<file path="src/rtl/dmem_arbiter_if.sv">
// dmem_arbiter_if: bundles the core request port, the debug/loader request
// port, the core stall and the data-memory command/response lines.
// The slave modport is the arbiter's view. The master modport is the
// surrounding system's view: the requesters plus the memory.
interface dmem_arbiter_if #(
    parameter int ADDR_W = 10
);
    // Core (MEM stage) port
    logic              c_req;
    logic              c_we;
    logic [1:0]        c_size;
    logic [ADDR_W-1:0] c_addr;
    logic [31:0]       c_wdata;
    logic              c_gnt;
    logic              c_rvalid;
    logic [31:0]       c_rdata;
    logic              c_err;

    // Debug / loader port
    logic              d_req;
    logic              d_we;
    logic [1:0]        d_size;
    logic [ADDR_W-1:0] d_addr;
    logic [31:0]       d_wdata;
    logic              d_gnt;
    logic              d_rvalid;
    logic [31:0]       d_rdata;
    logic              d_err;

    logic              core_stall;

    // Memory command and registered read data
    logic              mem_en;
    logic              mem_we;
    logic [3:0]        mem_be;
    logic [ADDR_W-3:0] mem_addr;
    logic [31:0]       mem_wdata;
    logic [31:0]       mem_rdata;

    modport slave (
        input  c_req, c_we, c_size, c_addr, c_wdata,
        output c_gnt, c_rvalid, c_rdata, c_err,
        input  d_req, d_we, d_size, d_addr, d_wdata,
        output d_gnt, d_rvalid, d_rdata, d_err,
        output core_stall,
        output mem_en, mem_we, mem_be, mem_addr, mem_wdata,
        input  mem_rdata
    );

    modport master (
        output c_req, c_we, c_size, c_addr, c_wdata,
        input  c_gnt, c_rvalid, c_rdata, c_err,
        output d_req, d_we, d_size, d_addr, d_wdata,
        input  d_gnt, d_rvalid, d_rdata, d_err,
        input  core_stall,
        input  mem_en, mem_we, mem_be, mem_addr, mem_wdata,
        output mem_rdata
    );
endinterface

</file>
<file path="src/rtl/dmem_arbiter.sv">
// dmem_arbiter: shares the single-port data memory between the core MEM
// stage and the debug/loader port. It checks alignment, picks one winner per
// cycle, builds the store byte lanes, and returns zero-extended load data one
// cycle after the grant.
// Optional feature: define DMEM_ARB_RR_EN to select round-robin arbitration.
// Without it, the core has fixed priority and a starvation counter forces a
// debug grant after STARVE_MAX consecutive denied cycles.
module dmem_arbiter #(
    parameter int ADDR_W     = 10,
    parameter int STARVE_MAX = 8
) (
    input  logic          clk1,
    input  logic          rst,        // asynchronous, active low
    dmem_arbiter_if.slave bus
);
    localparam logic PORT_CORE = 1'b0;
    localparam logic PORT_DBG  = 1'b1;

    // Returns 1 when the size/offset pair cannot be served in a single word.
    function automatic logic misaligned(input logic [1:0] size, input logic [1:0] off);
        case (size)
            2'b00:   return 1'b0;
            2'b01:   return off[0];
            2'b10:   return (off != 2'b00);
            default: return 1'b1;
        endcase
    endfunction

    logic              sel_dbg;    // 1 = the debug port wins this cycle
    logic              any_gnt;
    logic              w_we;
    logic [1:0]        w_size;
    logic [ADDR_W-1:0] w_addr;
    logic [31:0]       w_wdata;
    logic              w_mis;
    logic              issue;

    // Load bookkeeping for the response returned next cycle
    logic       pend_vld_q, pend_vld_d;
    logic       pend_own_q, pend_own_d;
    logic [1:0] pend_size_q, pend_size_d;
    logic [1:0] pend_off_q, pend_off_d;

`ifdef DMEM_ARB_RR_EN
    logic last_q, last_d;

    // On contention the port that was not granted last time wins.
    always_comb begin
        sel_dbg = 1'b0;
        if (bus.c_req && bus.d_req) begin
            sel_dbg = (last_q == PORT_CORE);
        end else begin
            sel_dbg = bus.d_req;
        end
        last_d = last_q;
        if (any_gnt) begin
            last_d = sel_dbg;
        end
    end

    // Last-grant register; it resets to debug so the core wins first.
    always_ff @(posedge clk1 or negedge rst) begin
        if (!rst) begin
            last_q <= PORT_DBG;
        end else begin
            last_q <= last_d;
        end
    end
`else
    localparam int CNT_W = $clog2(STARVE_MAX + 1);
    logic [CNT_W-1:0] starve_q, starve_d;

    // The core has priority unless the debug port has waited STARVE_MAX cycles.
    always_comb begin
        sel_dbg  = bus.d_req && (!bus.c_req || (starve_q >= CNT_W'(STARVE_MAX)));
        starve_d = starve_q;
        if (!bus.d_req || bus.d_gnt) begin
            starve_d = '0;
        end else if (starve_q < CNT_W'(STARVE_MAX)) begin
            starve_d = starve_q + 1'b1;
        end
    end

    // Counts consecutive cycles in which debug requested and was denied.
    always_ff @(posedge clk1 or negedge rst) begin
        if (!rst) begin
            starve_q <= '0;
        end else begin
            starve_q <= starve_d;
        end
    end
`endif

    // Select the winner, check alignment and build the memory command.
    // While rst is low every combinational output is forced to 0.
    always_comb begin
        any_gnt = rst && (bus.c_req || bus.d_req);
        w_we    = sel_dbg ? bus.d_we    : bus.c_we;
        w_size  = sel_dbg ? bus.d_size  : bus.c_size;
        w_addr  = sel_dbg ? bus.d_addr  : bus.c_addr;
        w_wdata = sel_dbg ? bus.d_wdata : bus.c_wdata;
        w_mis   = misaligned(w_size, w_addr[1:0]);
        issue   = any_gnt && !w_mis;

        bus.c_gnt      = any_gnt && !sel_dbg;
        bus.d_gnt      = any_gnt && sel_dbg;
        bus.c_err      = bus.c_gnt && w_mis;
        bus.d_err      = bus.d_gnt && w_mis;
        bus.core_stall = rst && bus.c_req && !bus.c_gnt;

        bus.mem_en    = issue;
        bus.mem_we    = issue && w_we;
        bus.mem_addr  = '0;
        bus.mem_be    = 4'h0;
        bus.mem_wdata = 32'h0;
        if (issue) begin
            bus.mem_addr = w_addr[ADDR_W-1:2];
            case (w_size)
                2'b00:   bus.mem_wdata = {4{w_wdata[7:0]}};
                2'b01:   bus.mem_wdata = {2{w_wdata[15:0]}};
                default: bus.mem_wdata = w_wdata;
            endcase
            if (w_we) begin
                case (w_size)
                    2'b00:   bus.mem_be = 4'b0001 << w_addr[1:0];
                    2'b01:   bus.mem_be = 4'b0011 << w_addr[1:0];
                    default: bus.mem_be = 4'hF;
                endcase
            end
        end

        pend_vld_d  = issue && !w_we;
        pend_own_d  = sel_dbg;
        pend_size_d = w_size;
        pend_off_d  = w_addr[1:0];
    end

    // Remember owner, size and byte offset of the load issued this cycle.
    always_ff @(posedge clk1 or negedge rst) begin
        if (!rst) begin
            pend_vld_q  <= 1'b0;
            pend_own_q  <= PORT_DBG;
            pend_size_q <= 2'b00;
            pend_off_q  <= 2'b00;
        end else begin
            pend_vld_q  <= pend_vld_d;
            pend_own_q  <= pend_own_d;
            pend_size_q <= pend_size_d;
            pend_off_q  <= pend_off_d;
        end
    end

    logic [31:0] rd_shift;
    logic [31:0] rd_ext;

    // Align the returned word to the access offset, zero-extend it and steer it to its owner.
    always_comb begin
        rd_shift = bus.mem_rdata >> {pend_off_q, 3'b000};
        case (pend_size_q)
            2'b00:   rd_ext = {24'h0, rd_shift[7:0]};
            2'b01:   rd_ext = {16'h0, rd_shift[15:0]};
            default: rd_ext = rd_shift;
        endcase
        bus.c_rvalid = pend_vld_q && (pend_own_q == PORT_CORE);
        bus.d_rvalid = pend_vld_q && (pend_own_q == PORT_DBG);
        bus.c_rdata  = bus.c_rvalid ? rd_ext : 32'h0;
        bus.d_rdata  = bus.d_rvalid ? rd_ext : 32'h0;
    end
endmodule

</file>
<file path="src/flat_wrapper.sv">
// flat-port wrapper written by rule: the top's interface ports become plain ports
module dmem_arbiter_flat 
#(
    parameter int ADDR_W     = 10,
    parameter int STARVE_MAX = 8
)
  (clk1, rst, bus_c_req, bus_c_we, bus_c_size, bus_c_addr, bus_c_wdata, bus_c_gnt, bus_c_rvalid, bus_c_rdata, bus_c_err, bus_d_req, bus_d_we, bus_d_size, bus_d_addr, bus_d_wdata, bus_d_gnt, bus_d_rvalid, bus_d_rdata, bus_d_err, bus_core_stall, bus_mem_en, bus_mem_we, bus_mem_be, bus_mem_addr, bus_mem_wdata, bus_mem_rdata);
  dmem_arbiter_if #(.ADDR_W(ADDR_W)) bus_i ();
  input  logic clk1;
  input  logic rst;
  input wire logic [$bits(bus_i.c_req)-1:0] bus_c_req;
  input wire logic [$bits(bus_i.c_we)-1:0] bus_c_we;
  input wire logic [$bits(bus_i.c_size)-1:0] bus_c_size;
  input wire logic [$bits(bus_i.c_addr)-1:0] bus_c_addr;
  input wire logic [$bits(bus_i.c_wdata)-1:0] bus_c_wdata;
  output wire logic [$bits(bus_i.c_gnt)-1:0] bus_c_gnt;
  output wire logic [$bits(bus_i.c_rvalid)-1:0] bus_c_rvalid;
  output wire logic [$bits(bus_i.c_rdata)-1:0] bus_c_rdata;
  output wire logic [$bits(bus_i.c_err)-1:0] bus_c_err;
  input wire logic [$bits(bus_i.d_req)-1:0] bus_d_req;
  input wire logic [$bits(bus_i.d_we)-1:0] bus_d_we;
  input wire logic [$bits(bus_i.d_size)-1:0] bus_d_size;
  input wire logic [$bits(bus_i.d_addr)-1:0] bus_d_addr;
  input wire logic [$bits(bus_i.d_wdata)-1:0] bus_d_wdata;
  output wire logic [$bits(bus_i.d_gnt)-1:0] bus_d_gnt;
  output wire logic [$bits(bus_i.d_rvalid)-1:0] bus_d_rvalid;
  output wire logic [$bits(bus_i.d_rdata)-1:0] bus_d_rdata;
  output wire logic [$bits(bus_i.d_err)-1:0] bus_d_err;
  output wire logic [$bits(bus_i.core_stall)-1:0] bus_core_stall;
  output wire logic [$bits(bus_i.mem_en)-1:0] bus_mem_en;
  output wire logic [$bits(bus_i.mem_we)-1:0] bus_mem_we;
  output wire logic [$bits(bus_i.mem_be)-1:0] bus_mem_be;
  output wire logic [$bits(bus_i.mem_addr)-1:0] bus_mem_addr;
  output wire logic [$bits(bus_i.mem_wdata)-1:0] bus_mem_wdata;
  input wire logic [$bits(bus_i.mem_rdata)-1:0] bus_mem_rdata;
  assign bus_i.c_req = bus_c_req;
  assign bus_i.c_we = bus_c_we;
  assign bus_i.c_size = bus_c_size;
  assign bus_i.c_addr = bus_c_addr;
  assign bus_i.c_wdata = bus_c_wdata;
  assign bus_c_gnt = bus_i.c_gnt;
  assign bus_c_rvalid = bus_i.c_rvalid;
  assign bus_c_rdata = bus_i.c_rdata;
  assign bus_c_err = bus_i.c_err;
  assign bus_i.d_req = bus_d_req;
  assign bus_i.d_we = bus_d_we;
  assign bus_i.d_size = bus_d_size;
  assign bus_i.d_addr = bus_d_addr;
  assign bus_i.d_wdata = bus_d_wdata;
  assign bus_d_gnt = bus_i.d_gnt;
  assign bus_d_rvalid = bus_i.d_rvalid;
  assign bus_d_rdata = bus_i.d_rdata;
  assign bus_d_err = bus_i.d_err;
  assign bus_core_stall = bus_i.core_stall;
  assign bus_mem_en = bus_i.mem_en;
  assign bus_mem_we = bus_i.mem_we;
  assign bus_mem_be = bus_i.mem_be;
  assign bus_mem_addr = bus_i.mem_addr;
  assign bus_mem_wdata = bus_i.mem_wdata;
  assign bus_i.mem_rdata = bus_mem_rdata;
  dmem_arbiter #(.ADDR_W(ADDR_W), .STARVE_MAX(STARVE_MAX)) u_core (.clk1(clk1), .rst(rst), .bus(bus_i));
endmodule
</file>
<file path="config.mk">
export PLATFORM = sky130hd
export DESIGN_NAME = dmem_arbiter_flat
export DESIGN_NICKNAME = d
export VERILOG_FILES = /design/src/rtl/dmem_arbiter_if.sv /design/src/rtl/dmem_arbiter.sv /design/src/flat_wrapper.sv
export SDC_FILE = /design/constraint.sdc
export NUM_CORES = 1
export LEC_CHECK = 0
export BUFFER_PORTS_ARGS = -buffer_cell sky130_fd_sc_hd__buf_2
export CORE_AREA = 2 2 95 97
export CTS_BUF_LIST = sky130_fd_sc_hd__clkbuf_8
export DETAILED_ROUTE_END_ITERATION = 8
export DIE_AREA = 0 0 97 99
export PLACE_DENSITY_LB_ADDON = 0.05
export SLEW_MARGIN = 20
export SYNTH_ARGS = -nofsm -noshare
export SYNTH_HDL_FRONTEND = slang
export SYNTH_SLANG_ARGS = --single-unit
</file>
<file path="constraint.sdc">
create_clock -name clk1 -period 1.6 [get_ports clk1]
set_input_delay 0.08 -clock clk1 [delete_from_list [all_inputs] [get_ports clk1]]
set_output_delay 0.08 -clock clk1 [all_outputs]
set_load 0.01 [all_outputs]
</file>
==> results of run 1 <==
[registers in the layout, indices dropped and copies added (netlist names)]
signal,cells
u_core.pend_off_q,2
u_core.pend_vld_q,1
u_core.pend_size_q,2
u_core.starve_q,4
u_core.pend_own_q,1
[tightest hold or removal path, delay by kind of cell]
kind / cells / cell delay (ns)
compound gates: 1 / 0.07
simple gates: 1 / 0.06
buf+inv: 1 / 0.12
[through the flow]
| stage | setup slack (ns) | area [um^2] | setup TNS (ns) |
|---|---|---|---|
| detailed placement | -0.0795 | 4420 | -0.490 |
| floorplan | 0.0101 | 2790 | 0 |
| global route | -0.391 | 5510 | -20.64 |
| finish | -0.322 | 5510 | -14.04 |
| CTS | -0.295 | 5070 | -15.91 |
| global placement | -0.0503 | 4420 | -0.167 |
[layer usage]
layer	share of wire (%)	track usage (%)
met2	54	51.1
met1	37	28.1
met3	6.8	2.98
met5	0	0
met4	2.4	8.45
[layout by cell type (no fill, tap or decap), types with 5 or more instances in the layout]
| cell type | netlist | routed |
|---|---|---|
| nor2_2 | 2 | 5 |
| buf_4 | 0 | 44 |
| o2bb2ai_2 | 0 | 5 |
| mux2_4 | 0 | 5 |
| a211oi_2 | 8 | 12 |
| buf_12 | 0 | 7 |
| a21oi_2 | 0 | 12 |
| a21oi_1 | 27 | 15 |
| nor2b_1 | 10 | 9 |
| nand2_1 | 104 | 98 |
| o21ai_0 | 31 | 23 |
| and2_4 | 0 | 13 |
| mux2_2 | 17 | 12 |
| nor2_4 | 0 | 8 |
| a311oi_2 | 7 | 10 |
| nor2_1 | 67 | 56 |
| mux2i_4 | 0 | 6 |
| dfrtp_1 | 9 | 8 |
| inv_1 | 10 | 9 |
| mux2i_2 | 0 | 8 |
| mux2i_1 | 43 | 29 |
| nand2_2 | 0 | 6 |
| buf_6 | 1 | 34 |
| buf_2 | 17 | 221 |
| a211oi_1 | 10 | 6 |
[final timing paths]
check,from,end,slack (ns),cells past startpoint
hold / removal,bus_d_addr[0],u_core.pend_off_q[0]$_DFF_PN0_,0.14,3
max in group asynchronous,rst,u_core.pend_own_q$_DFF_PN1_,1.06,3
setup / recovery,u_core.starve_q[3]$_DFFE_PN0P_,bus_mem_be[0],-0.32,7
hold reg to reg,u_core.starve_q[2]$_DFFE_PN0P_,u_core.starve_q[2]$_DFFE_PN0P_,0.55,2
setup reg to reg,u_core.starve_q[3]$_DFFE_PN0P_,u_core.pend_vld_q$_DFF_PN0_,0.09,5
min in group asynchronous,rst,u_core.starve_q[3]$_DFFE_PN0P_,0.31,3
[final cells by class]
| cell class | count | area (um^2) |
|---|---|---|
| Sequential cell | 10 | 253 |
| Tap cell | 108 | 135 |
| Fill cell | 736 | 3040 |
| Inverter | 12 | 50.0 |
| Timing Repair Buffer | 314 | 2120 |
| Clock buffer | 4 | 55.1 |
| Multi-Input combinational cell | 383 | 2890 |
[kinds of logic (layout without fill, tap and decap cells)]
logic type                 Yosys count  count (layout)
buffers and inverters               46             330
DFF                                 10              10
muxes                               60              60
AOI/OAI and AO/OA                  101             101
adders and majority gates            2               2
xor gates and xnor gates             2               2
and+or+nand+nor                    218             218
[power by group through the flow]
stage | combinational [mW] | sequential [mW] | clock, mW
detailed placement | 1.07 | 0.290 | 0
floorplan | 0.574 | 0.284 | 0
global placement | 1.06 | 0.289 | 0
finish | 1.43 | 0.290 | 0.308
global route | 1.54 | 0.292 | 0.333
CTS | 1.31 | 0.287 | 0.317
[repair_timing]
item | 4_1_cts | 5_1_grt
endpoints found under the setup margin | 86 | 112
cloned | 4 | 1
buffers inserted | 16 | 7
gates resized for setup | 86 | 92
endpoints found under the hold margin | 10 | 0
hold buffers | 1 | 0
pin swaps | 41 | 30
==> reports/metrics.csv, run 1 <==
metric,value,unit
dp_hpwl,9510,um
switching_share,42.1,%
nets,852,
yosysTopAreaCell,mux2i_1,
syn-num-nets,567,
numPortBuffers,242,
startpoint_type,flip-flop,
hold_viol,0,
areaGrowthSynthToFinish,97.3,%
synth_flop_cell,dfrtp_1,
drive_above_1_share,61.5,%
critical_path_required,1.52,ns
drv_cap,0,
end_kind,output port,
tightest_slew,0.407,ns
syn_avg_cell_area,6.36,um^2
cts_max_level,1,
io_pins,243,
synth_cells,439,
grt_max_degree,35,
die_w,97,um
violations,setup timing,
p_int,1.18,mW
clkLatencyLatePin,0.23,ns
synth_fa_ha_area_share,0.896,%
holdCritPathClass,in -> reg,
fin_crit_sh,120,%
synth_top_area_share,15.4,%
clockPowerShare,15.2,%
die-area,9600,um^2
ys_top_cells_by_area,"mux2i_1, nand2_1, nor2_1",
critPathArrivalTime,1.84,ns
gp_congestion,0.913,
synth_top_family_by_area,simple AND/OR/NAND/NOR gates,
synth-edff-count,0,
p_switching,0.854,mW
critPathMaxFanout,6,
utilization,64.4,%
seq_area_frac_synth,9.01,%
synth_cell_types,44,
ys_seq_elements,10,
setup_ws,-0.322,ns
overflow,0,
clk_pin_slew,0.05,ns
crit_buf_inv,3,
comb_power_share,70.5,%
synth_commonest_cells,"nand2_1, nor2_1, mux2i_1",
initial_utilization,32.6,%
initialDrtViolationCount,142,
finalNonFillerCells,831,
cts_buffers,3,
route.detailed.drc,0,
grt_pass1_vias,4280,
num_antenna_cells,0,
synth.most_common_cell,nand2_1,
async_flop_share,100,%
yosys_warnings,0,
synthMuxAreaShare,22.3,%
p_leak,2.83,nW
fin_skew,0.00151,ns
holdWs,0.139,ns
synth-xor-area-share,0.628,%
drv_slew,0,
grt_setup_unrepaired,yes,
vias,4365,
crit_family,simple AND/OR/NAND/NOR gates,
slew_headroom,72.8,%
crit_chain,"nand2b_4, nand2_8, inv_6, buf_4, or3_4, a311oi_2, buf_2",
clock_path_buffers,2,
die_h,99,um
post_drt_via_cell_ratio,5.25,
synthSimpleGateAreaFrac,34.2,%
fp-row-count,34,
powerDensity,369,nW/um^2
wl,13700,um
syn_area,2790,um^2
cts_tree,yes,
dp.cells,803,
coreArea,8550,um^2
post-route-min-period,1.92,ns
track_usage,25.7,%
peakVddDrop,0.000203,V
cts-root-buf,clkbuf_8,
outcome,finished with violations,
final-setup-viol-count,92,
power.total,2.03,mW
sequentialPowerShare,14.3,%
final_antenna_net_count,0,
fmax,0.520,GHz
dr.pass1.iters,5,
wire_per_inst,16.5,um
antenna_found_initial,0,
synth_compound_area_share,25.8,%
critPathSlowestCell,dfrtp_1,
grt_pass1_wl,20800,um
cts_sinks,10,
max_stage_delay,0.37,ns
critical_path_class,reg -> out,
Power figures use the tool's default switching activity.
==> run 2, diff against run 1 <==
CORE_AREA = not set   (was 2 2 95 97)
CORE_ASPECT_RATIO = 0.8   (was not set)
CORE_MARGIN = 2   (was not set)
CORE_UTILIZATION = 35   (was not set)
CTS_BUF_LIST = sky130_fd_sc_hd__clkbuf_2   (was sky130_fd_sc_hd__clkbuf_8)
DIE_AREA = not set   (was 0 0 97 99)
==> reports/metrics.csv, run 2 (synthesized netlist as in run 1, its figures left out) <==
metric,value,unit
max_stage_delay,0.40,ns
dr.pass1.iters,4,
p_leak,2.68,nW
slew_headroom,75.3,%
clk_pin_slew,0.10,ns
gp_congestion,0.949,
nets,828,
num_antenna_cells,0,
startpoint_type,flip-flop,
cts_sinks,10,
die_w,104,um
crit_chain,"nand2b_4, nand2_8, inv_8, a211o_1, buf_12, a311oi_2, buf_2",
hold_viol,0,
setup_ws,-0.318,ns
largestRegisters,"u_core.starve_q x4, u_core.pend_off_q x2, u_core.pend_size_q x2",
crit_buf_inv,3,
crit_family,compound AO/OA/AOI/OAI gates,
outcome,finished with violations,
cts_buffers,3,
clock_path_buffers,2,
end_kind,output port,
critPathSlowestCell,dfrtp_1,
track_usage,25.7,%
die_h,83.9,um
clkLatencyLatePin,0.25,ns
critical_path_class,reg -> out,
final-setup-viol-count,108,
tightest_slew,0.371,ns
finalNonFillerCells,807,
cts_tree,yes,
fin_skew,0.00142,ns
wl,12600,um
seq_area,253,um^2
overflow,0,
numPortBuffers,242,
cts-root-buf,clkbuf_2,
final_common_cell,buf_2,
fin_crit_sh,120,%
fp-row-count,29,
place_area,4270,um^2
drive_above_1_share,59.1,%
areaGrowthSynthToFinish,86.6,%
largest-register,u_core.starve_q,
grt_pass1_vias,3876,
fmax,0.521,GHz
dp_slack,-0.0711,ns
holdCritPathClass,in -> reg,
multi_input_area,2850,um^2
critical_path_required,1.52,ns
grt_pass1_wl,19000,um
post-route-min-period,1.92,ns
grt_max_degree,58,
drv_cap,0,
critPathArrivalTime,1.84,ns
peakVddDrop,0.000411,V
powerDensity,341,nW/um^2
post_drt_via_cell_ratio,5.12,
dp_hpwl,9020,um
coreArea,7840,um^2
drv_slew,0,
critPathMaxFanout,28,
fillerInstances,665,
vias,4128,
final_antenna_net_count,0,
die-area,8710,um^2
initial_utilization,35.6,%
initialDrtViolationCount,269,
dp.cells,787,
route.detailed.drc,0,
stdcell_area,5210,um^2
largest_reg_flops,4,
violations,setup timing,
mostFrequentLayoutCells,"buf_2, nand2_1, nor2_1, mux2i_1, buf_6",
io_pins,243,
power.total,1.78,mW
antenna_found_initial,0,
wire_per_inst,15.6,um
cts_max_level,1,
grt_setup_unrepaired,yes,
## run 2: cell count changes in the layout (fill, tap and decap cells not counted), sizes merged
cell    previous run  this run
buf              312       288
clkinv             1         2
clkbuf             5         4
## run 2: per-stage QoR
stage | hold WS, ns | setup TNS, ns | util, %
after floorplan | -0.216 | 0 | -
after global placement | 0.0309 | -0.0467 | 54.5
after detailed placement | 0.0191 | -0.0870 | 54.5
after CTS | 0.167 | -16.13 | 59.3
after global routing | 0.177 | -28.85 | 66.4
final | 0.173 | -19.59 | 66.4
## run 2: tightest hold or removal path, delay by kind of cell
family	cells	cell delay, ns
buffers and inverters	1	0.09
AND/OR/NAND/NOR	2	0.21
## run 2: power breakdown
group	total [mW]	switching [mW]	internal, mW
logic	1.34	0.702	0.643
registers	0.288	0.0172	0.271
clock network	0.143	0.0884	0.0543
total	1.78	0.808	0.968
## run 2: repair_timing
item / in CTS / in global routing
resized for setup: 58 / 107
endpoints found under the hold margin: 10 / 0
gates cloned: 3 / 1
hold buffers: 1 / 0
buffers inserted: 8 / 8
endpoints found under the setup margin: 95 / 115
pin swaps: 33 / 33
## run 2: area by class of cell
class / instances / share of cell area (%)
multi-input combinational: 383 / 54.8
timing repair buffer: 290 / 36.4
sequential: 10 / 4.85
tap: 108 / 2.59
inverter: 12 / 1.01
clock buffer: 3 / 0.288
clock inverter: 1 / 0.0721
## run 2: per-layer routing
| layer | part of all wire, % | track usage [%] |
|---|---|---|
| met2 | 51 | 45.0 |
| met4 | 1.2 | 3.93 |
| met1 | 41 | 34.4 |
| met5 | 0 | 0 |
| met3 | 6.3 | 3.28 |
## run 2: path summary, 6_finish.rpt
kind	startpoint	end	cells past startpoint	slack, ns
worst max-delay path	u_core.starve_q[3]$_DFFE_PN0P_	bus_mem_wdata[8]	7	-0.32
worst min-delay path	bus_c_we	u_core.pend_vld_q$_DFF_PN0_	3	0.17
worst max register to register	u_core.starve_q[3]$_DFFE_PN0P_	u_core.pend_vld_q$_DFF_PN0_	5	0.06
worst min register to register	u_core.starve_q[2]$_DFFE_PN0P_	u_core.starve_q[2]$_DFFE_PN0P_	2	0.56
max in group asynchronous	rst	u_core.pend_own_q$_DFF_PN1_	3	1.08
min in group asynchronous	rst	u_core.starve_q[2]$_DFFE_PN0P_	3	0.29
==> run 3, diff against run 2 <==
SETUP_SLACK_MARGIN = 0.3   (was not set)
SKIP_CTS_REPAIR_TIMING = 1   (was not set)
==> reports/metrics.csv, run 3 (synthesized netlist as in run 1, its figures left out) <==
metric,value,unit
critPathArrivalTime,1.85,ns
p_leak,2.68,nW
wl_met3,862,um
setup_ws,-0.333,ns
min_from,bus_d_addr[1],
top_layer,met4,
finalSetupTns,-16.46,ns
cts_max_level,1,
die_h,83.9,um
die-area,8710,um^2
post-route-min-period,1.93,ns
route.detailed.drc,0,
fmax,0.517,GHz
numPortBuffers,242,
end_kind,output port,
tightest_slew,0.427,ns
cts-root-buf,clkbuf_2,
peakVddDrop,0.000143,V
areaGrowthSynthToFinish,89.9,%
overflow,0,
outcome,finished with violations,
critPathLaunch,u_core.starve_q[3]$_DFFE_PN0P_,
fp-row-count,29,
wl,12800,um
post_drt_via_cell_ratio,5.23,
grt_setup_unrepaired,yes,
vias,4249,
hold_viol,0,
clock_path_buffers,2,
initial_utilization,35.6,%
r2r_cells,6,
reg2reg_to,u_core.pend_vld_q$_DFF_PN0_,
nets,834,
gp_congestion,0.958,
stdcell_area,5300,um^2
grt_pass1_wl,18600,um
drive_above_1_share,63.5,%
clkLatencyLatePin,0.24,ns
dr.pass1.iters,4,
antenna_found_initial,0,
drv_cap,0,
critical_path_class,reg -> out,
powerDensity,336,nW/um^2
fin_skew,0.00399,ns
holdCritPathClass,in -> reg,
critPathMaxFanout,27,
num_antenna_cells,0,
cts_buffers,3,
drv_slew,0,
power.total,1.78,mW
dp_hpwl,9470,um
mostFrequentLayoutCells,"buf_2, nand2_1, nor2_1, buf_6, buf_4",
track_usage,25.1,%
largest_reg_flops,4,
wl_met1,4790,um
violations,setup timing,
grt_pass1_vias,4026,
final_common_cell,buf_2,
finalNonFillerCells,813,
cts_tree,yes,
endpoint,bus_mem_wdata[12],
met2_length,6830,um
startpoint_type,flip-flop,
largestRegisters,"u_core.starve_q x4, u_core.pend_off_q x2, u_core.pend_size_q x2",
final-setup-viol-count,106,
wire_per_inst,15.7,um
cts_sinks,10,
rr_startpoint,u_core.starve_q[3]$_DFFE_PN0P_,
fin_crit_sh,121,%
die_w,104,um
reg2reg_slack,0.06,ns
io_pins,243,
critical_path_required,1.52,ns
largest-register,u_core.starve_q,
dp.cells,798,
final_antenna_net_count,0,
clk_pin_slew,0.10,ns
grt_max_degree,42,
place_area,4560,um^2
slew_headroom,71.4,%
initialDrtViolationCount,191,
utilization,67.6,%
coreArea,7840,um^2
## run 3: stage by stage
step | setup slack [ns] | hold WS [ns]
final | -0.333 | 0.202
after global routing | -0.427 | 0.188
after CTS | -0.344 | -0.251
after detailed placement | -0.0533 | 0.0269
after global placement | -0.0404 | 0.0202
after floorplan | 0.0436 | -0.216
## run 3: worst min path at each step
stage / depth (start not counted) / end / slack (ns)
after global routing: 4 / u_core.pend_off_q[1]$_DFF_PN0_ / 0.19
after CTS: 2 / u_core.starve_q[1]$_DFFE_PN0P_ / -0.25
after global placement: 2 / u_core.starve_q[0]$_DFFE_PN0P_ / 0.02
after detailed placement: 2 / u_core.starve_q[2]$_DFFE_PN0P_ / 0.03
after floorplan: 0 / u_core.pend_off_q[0]$_DFF_PN0_ / -0.22
final: 4 / u_core.pend_off_q[1]$_DFF_PN0_ / 0.20
## run 3: area by class of cell
type                    instances  area, um^2
inverters                      12        52.6
clock inverters                 1        3.75
clock buffers                   3        15.0
fillers                       683        2540
flip-flops and latches         10         253
well taps                     108         135
multi-input cells             383        2920
repair buffers                296        1920
## run 3: critical path, cell delays in order, from the launching register on
cell and delay [ns]:
dfrtp_1 0.39, nand2b_4 0.18, nand2_8 0.09, inv_6 0.04
a211o_4 0.35, buf_12 0.18, a311oi_2 0.20, buf_2 0.17
## run 3: power breakdown
part           switching, mW  total (mW)  internal, mW  leakage (nW)
registers             0.0187       0.290         0.271         0.124
clock network         0.0787       0.133        0.0544        0.0140
logic                  0.726        1.36         0.630          2.54
## run 3: per-layer routing
metal  vias to the layer above  global-route usage (%)
met4                         0                    6.27
li1                       2050                       -
met2                       193                    49.8
met5                         -                       0
met3                        25                    4.76
met1                      1981                    27.2
